File: config.mk
export PLATFORM = sky130hd
export DESIGN_NAME = frame_buffer_reader
export DESIGN_NICKNAME = d
export VERILOG_FILES = /design/src/rtl/frame_buffer_reader_pkg.sv /design/src/rtl/frame_buffer_reader_timing.sv /design/src/rtl/frame_buffer_reader.sv
export SDC_FILE = /design/constraint.sdc
export NUM_CORES = 1
export LEC_CHECK = 0
export ABC_AREA = 1
export CORE_ASPECT_RATIO = 1.2
export CORE_MARGIN = 2
export CORE_UTILIZATION = 56
export CTS_CLUSTER_SIZE = 40
export DETAILED_ROUTE_END_ITERATION = 10
export PLACE_DENSITY = 0.84
export SYNTH_ARGS = -nofsm -noshare
export SYNTH_HDL_FRONTEND = slang
export SYNTH_SLANG_ARGS = --single-unit
File: constraint.sdc
create_clock -name clk -period 3.22 [get_ports clk]
set_input_delay 0.322 -clock clk [delete_from_list [all_inputs] [get_ports clk]]
set_output_delay 0.322 -clock clk [all_outputs]
set_load 0.01 [all_outputs]
File: src/rtl/frame_buffer_reader_pkg.sv
// Shared timing constants, frame buffer geometry and the pixel type used by the
// frame buffer read-side scanner.
package frame_buffer_reader_pkg;

  localparam int unsigned H_VIS   = 640;
  localparam int unsigned H_FP    = 16;
  localparam int unsigned H_SYNC  = 96;
  localparam int unsigned H_BP    = 48;
  localparam int unsigned H_TOTAL = H_VIS + H_FP + H_SYNC + H_BP;

  localparam int unsigned V_VIS   = 480;
  localparam int unsigned V_FP    = 10;
  localparam int unsigned V_SYNC  = 2;
  localparam int unsigned V_BP    = 33;
  localparam int unsigned V_TOTAL = V_VIS + V_FP + V_SYNC + V_BP;

  localparam int unsigned FB_W   = 320;
  localparam int unsigned FB_H   = 240;
  localparam int unsigned ADDR_W = 17;
  localparam int unsigned DATA_W = 12;
  localparam int unsigned CNT_W  = 10;

  typedef logic [11:0] rgb444_t;

  // 2x upscale: (v/2)*320 + h/2, built from shifts so no multiplier is inferred.
  function automatic logic [ADDR_W-1:0] fb_addr(input logic [CNT_W-1:0] h,
                                                input logic [CNT_W-1:0] v);
    logic [ADDR_W-1:0] x;
    logic [ADDR_W-1:0] y;
    x = {{(ADDR_W - CNT_W + 1){1'b0}}, h[CNT_W-1:1]};
    y = {{(ADDR_W - CNT_W + 1){1'b0}}, v[CNT_W-1:1]};
    return (y << 8) + (y << 6) + x;
  endfunction

endpackage

File: src/rtl/frame_buffer_reader_timing.sv
// Horizontal/vertical scan counters with the raw (undelayed) active flag, sync levels
// and frame wrap strobe, all decoded combinationally from the current counter values.
module frame_buffer_reader_timing
  import frame_buffer_reader_pkg::*;
#(
  parameter int unsigned HVis  = H_VIS,
  parameter int unsigned HFp   = H_FP,
  parameter int unsigned HSync = H_SYNC,
  parameter int unsigned HBp   = H_BP,
  parameter int unsigned VVis  = V_VIS,
  parameter int unsigned VFp   = V_FP,
  parameter int unsigned VSync = V_SYNC,
  parameter int unsigned VBp   = V_BP
) (
  input  logic             clk_i,
  input  logic             rst_i,
  output logic [CNT_W-1:0] h_cnt_o,
  output logic [CNT_W-1:0] v_cnt_o,
  output logic             active_o,
  output logic             hsync_raw_o,
  output logic             vsync_raw_o,
  output logic             frame_wrap_o
);

  localparam int unsigned HTotal = HVis + HFp + HSync + HBp;
  localparam int unsigned VTotal = VVis + VFp + VSync + VBp;

  logic [CNT_W-1:0] h_q, h_d;
  logic [CNT_W-1:0] v_q, v_d;
  logic             h_end, v_end;

  always_comb begin
    h_end = (h_q == CNT_W'(HTotal - 1));
    v_end = (v_q == CNT_W'(VTotal - 1));
    h_d   = h_end ? '0 : h_q + 1'b1;
    v_d   = v_q;
    if (h_end) begin
      v_d = v_end ? '0 : v_q + 1'b1;
    end
  end

  always_ff @(posedge clk_i or posedge rst_i) begin
    if (rst_i) begin
      h_q <= '0;
      v_q <= '0;
    end else begin
      h_q <= h_d;
      v_q <= v_d;
    end
  end

  always_comb begin
    h_cnt_o      = h_q;
    v_cnt_o      = v_q;
    active_o     = (h_q < CNT_W'(HVis)) && (v_q < CNT_W'(VVis));
    hsync_raw_o  = !((h_q >= CNT_W'(HVis + HFp)) && (h_q < CNT_W'(HVis + HFp + HSync)));
    vsync_raw_o  = !((v_q >= CNT_W'(VVis + VFp)) && (v_q < CNT_W'(VVis + VFp + VSync)));
    frame_wrap_o = h_end && v_end;
  end

endmodule

File: src/rtl/frame_buffer_reader.sv
// QVGA frame buffer read-side scanner: 640x480@60 VGA timing, 2x-upscaled buffer reads,
// and sync/DE realigned with the one-cycle buffer read latency.
module frame_buffer_reader
  import frame_buffer_reader_pkg::*;
#(
  parameter int unsigned HVis  = H_VIS,
  parameter int unsigned HFp   = H_FP,
  parameter int unsigned HSync = H_SYNC,
  parameter int unsigned HBp   = H_BP,
  parameter int unsigned VVis  = V_VIS,
  parameter int unsigned VFp   = V_FP,
  parameter int unsigned VSync = V_SYNC,
  parameter int unsigned VBp   = V_BP
) (
  input  logic              clk,
  input  logic              reset,
  output logic [ADDR_W-1:0] rAddr,
  output logic              oe,
  input  logic [DATA_W-1:0] rData,
  output logic              h_sync,
  output logic              v_sync,
  output logic              de,
  output logic [3:0]        red,
  output logic [3:0]        green,
  output logic [3:0]        blue,
  output logic              frame_start
);

  logic [CNT_W-1:0] h_cnt, v_cnt;
  logic             active, hsync_raw, vsync_raw, frame_wrap;

  frame_buffer_reader_timing #(
    .HVis  (HVis),
    .HFp   (HFp),
    .HSync (HSync),
    .HBp   (HBp),
    .VVis  (VVis),
    .VFp   (VFp),
    .VSync (VSync),
    .VBp   (VBp)
  ) u_timing (
    .clk_i        (clk),
    .rst_i        (reset),
    .h_cnt_o      (h_cnt),
    .v_cnt_o      (v_cnt),
    .active_o     (active),
    .hsync_raw_o  (hsync_raw),
    .vsync_raw_o  (vsync_raw),
    .frame_wrap_o (frame_wrap)
  );

  // Stage 1 issues the read; stage 2 lines up with rData coming back from the buffer.
  logic              oe_q, oe_d;
  logic [ADDR_W-1:0] raddr_q, raddr_d;
  logic              hs1_q, hs1_d;
  logic              vs1_q, vs1_d;
  logic              de_q, de_d;
  logic              hs2_q, hs2_d;
  logic              vs2_q, vs2_d;
  logic              fs_q, fs_d;

  always_comb begin
    oe_d    = active;
    raddr_d = active ? fb_addr(h_cnt, v_cnt) : '0;
    hs1_d   = hsync_raw;
    vs1_d   = vsync_raw;
    de_d    = oe_q;
    hs2_d   = hs1_q;
    vs2_d   = vs1_q;
    fs_d    = frame_wrap;
  end

  always_ff @(posedge clk or posedge reset) begin
    if (reset) begin
      oe_q    <= 1'b0;
      raddr_q <= '0;
      hs1_q   <= 1'b1;
      vs1_q   <= 1'b1;
      de_q    <= 1'b0;
      hs2_q   <= 1'b1;
      vs2_q   <= 1'b1;
      fs_q    <= 1'b0;
    end else begin
      oe_q    <= oe_d;
      raddr_q <= raddr_d;
      hs1_q   <= hs1_d;
      vs1_q   <= vs1_d;
      de_q    <= de_d;
      hs2_q   <= hs2_d;
      vs2_q   <= vs2_d;
      fs_q    <= fs_d;
    end
  end

  rgb444_t rgb;

  always_comb begin
    rgb         = de_q ? rgb444_t'(rData) : '0;
    rAddr       = raddr_q;
    oe          = oe_q;
    h_sync      = hs2_q;
    v_sync      = vs2_q;
    de          = de_q;
    frame_start = fs_q;
    red         = rgb[11:8];
    green       = rgb[7:4];
    blue        = rgb[3:0];
  end

endmodule

==> impl_metrics.yaml <==
worst_setup_path:
  r2r_slack_ns: 1.01
  worstPathRequired_ns: 3.40
  cp_data_arrival_time_ns: 2.39
  r2r_cells: 10
  startpoint_type: "flop"
  path_max_fanout: 4
  slowest_delay_ns: 0.52
  worst_path_max_delay_cell: "fa_1"
  critPathKind: "flop to flop"
  crit_path_end_kind: "flop"
  worstReg2RegEnd: "rAddr[15]"
  worstReg2RegStart: "u_timing.v_cnt_o[1]"
  critical_path_buf_inv_count: 2
  cpMostUsedCell: "nand3_1"
  path_delay_family: "adder cells"
  path_cells: "inv_1, fa_1, inv_1, fa_1, nand3_1, nand2_1, nand3_1, nand3_1, nand2_1, nor2_1"
floorplanning:
  dieWidth_um: 65.2
  die_y_um: 77.4
  io_pins: 48
  die_area_um2: 5040
  coreArea_um2: 4290
  rows: 26
  start_util_pct: 58.5
pwr:
  leakage_uw: 0.00166
  power_density_nw_per_um2: 297
  p_total_uw: 929
  irDropWorstVdd_mv: 0.225
route:
  drtPass1Iterations: 4
  drc_errors: 0
  vias: 2202
  via_per_inst: 5.18
  wirelength_um: 5170
  ant_nets: 0
  first_iter_violations: 102
  wl_per_cell_um: 12.2
timing:
  skew_ns: 0.00970
  worstMarginPinSlew_ns: 0.728
  relSlewSlack_pct: 51.2
  tns_ns: 0
  setup_viol: 0
  rsz0062_at_grt: "no"
  finalCriticalPeriod_ns: 2.21
  maxSlewViolCount: 0
  post-route-period-util_pct: 68.6
  max_freq_mhz: 453
  hold_violations: 0
placed_design:
  place_area_um2: 3040
  portBuffers: 47
  place.gp.congestion: 0.899
  dp.cells: 417
  dpl.hpwl_um: 4030
global_route:
  globalRoute.totalOverflow: 0
  busiest_layer: "met2"
  antenna_found_initial: 0
  grt_pass1_vias: 2023
  grtUsageTotal_pct: 22.7
  use_met1_pct: 27.9
  grt_util_met3_pct: 5.80
  grt_pass1_wl_um: 9040
  grt_max_degree: 24
  grtUsageMet2_pct: 38.2
synth:
  syn_area_per_cell_um2: 7.95
  async_flop_share_pct: 100
  syn-num-nets: 353
  synth_top_area_share_pct: 39.8
  syn_area_um2: 2510
  yosysSeqAreaShare_pct: 44.0
  synth-seq-cells: 44
  synth_edf_count: 0
  synth_area_leaders: "dfrtp_1 (40%), ha_1 (10%), nand2_1 (10%)"
  ys_warn_count: 0
  netlist_top_cells_count: "nand2_1 (69), inv_1 (61), dfrtp_1 (40)"
  ys.flop_type: "dfrtp_1"
  synth_largest_area_cell: "dfrtp_1"
  syn_inst: 316
  yosysUniqueCellTypes: 24
  synth_most_common_cell: "nand2_1"
min_path:
  whs_endpoint: "v_sync"
  min_path_cells: 0
  hp-class: "flop to flop"
  hold_start: "vs1_q"
flow_run:
  maxCapViolations: 0
outcome:
  status: "completed"
cts:
  hold_buffers: 0
  clk_latency_ns: 0.29
  htree_num_levels: 2
  cts_tree: "built"
  cts_resized: 0
  clk_pin_slew_worst_paths_ns: 0.08
  cts_buffers: 5
  post-cts-setup-buffers: 0
  cts-root-buf: "clkbuf_8"
  cts.path.max_buffers: 2
  cts.sinks: 44
final_layout:
  syn_to_final_growth_pct: 24.2
  stdcell_count: 425
  diodes: 0
  design_area_um2: 3120
  finalNetCount: 405
  fillers: 325
  final_layout_size_suffix_gt1_share_pct: 5.42
through the flow:
| stage | util, % | setup slack (ns) | hold WS (ns) |
|---|---|---|---|
| 3_5_place_dp | 70.8 | 1.05 | 0.349 |
| 4_1_cts | 72.7 | 1.03 | 0.360 |
| 3_3_place_gp | 70.8 | 1.15 | 0.345 |
| 2_1_floorplan | - | 1.24 | 0.345 |
| 6_report | 72.7 | 1.01 | 0.358 |
| 5_1_grt | 72.7 | 0.824 | 0.365 |
flip-flops by register name, summed over array words and instances (netlist names):
| signal | flops |
|---|---|
| v_sync | 1 |
| frame_start | 1 |
| de | 1 |
| u_timing.v_cnt_o | 10 |
| h_sync | 1 |
| vs1_q | 1 |
| u_timing.h_cnt_o | 10 |
| oe | 1 |
| hs1_q | 1 |
| rAddr | 17 |
worst max path at each step:
stage	start	end	slack [ns]	cells past startpoint
floorplan	u_timing.h_cnt_o[9]	rAddr[15]	1.24	10
global placement	u_timing.h_cnt_o[9]	rAddr[15]	1.15	10
detailed placement	u_timing.v_cnt_o[1]	rAddr[15]	1.05	10
CTS	u_timing.v_cnt_o[1]	rAddr[15]	1.03	10
global route	u_timing.v_cnt_o[1]	rAddr[15]	0.82	10
finish	u_timing.v_cnt_o[1]	rAddr[15]	1.01	10
layout make-up:
| cell class | count | area [um^2] | share of cell area (%) |
|---|---|---|---|
| inverter | 63 | 236 | 7.57 |
| multi-input combinational | 206 | 1150 | 36.9 |
| timing repair buffer | 48 | 478 | 15.3 |
| sequential | 44 | 1110 | 35.4 |
| tap | 56 | 70.1 | 2.24 |
| clock inverter | 1 | 5.00 | 0.160 |
| clock buffer | 7 | 76.3 | 2.44 |
layer usage:
| metal | part of all wire [%] | vias up |
|---|---|---|
| li1 | - | 1085 |
| met4 | 2.3 | 0 |
| met1 | 40 | 1018 |
| met2 | 51 | 85 |
| met5 | 0 | - |
| met3 | 6.7 | 14 |
worst register-to-register path, delay by kind of cell (launching register included):
family	cells	cell delay (ns)
buffers and inverters	2	0.20
flip-flops	1	0.42
adder cells (fa/ha/maj)	2	0.98
AND/OR/NAND/NOR	6	0.50
where the power goes:
part	internal, uW	switching (uW)
logic	29.9	22.7
registers	552	0
clock network	152	171
total	735	194
placed cells by master (no fill, tap or decap), drive strengths merged, types with 2 or more instances in the layout:
master         synthesis  layout
nand3                 23      23
dfstp                  4       4
nor2                  39      39
o21ai                 16      16
clkinv                 0       2
nor3                   6       6
inv                   63      62
nand4                  7       7
nand2                 70      70
dfrtp                 40      40
clkbuf                 1       7
xor2                   6       6
ha                    21      21
clkdlybuf4s50          0      47
a21oi                 13      13
fa                     2       2
cells by family (layout without fill, tap and decap cells):
logic type	after synthesis	count (layout)	synth area share (%)
AOI/OAI and AO/OA	32	32	6.67
xor gates and xnor gates	6	6	2.09
adders and majority gates	23	23	12.0
buffers and inverters	66	119	10.2
DFF	44	44	44.0
and+or+nand+nor	145	145	25.0
(Power assumes the default switching activity.)
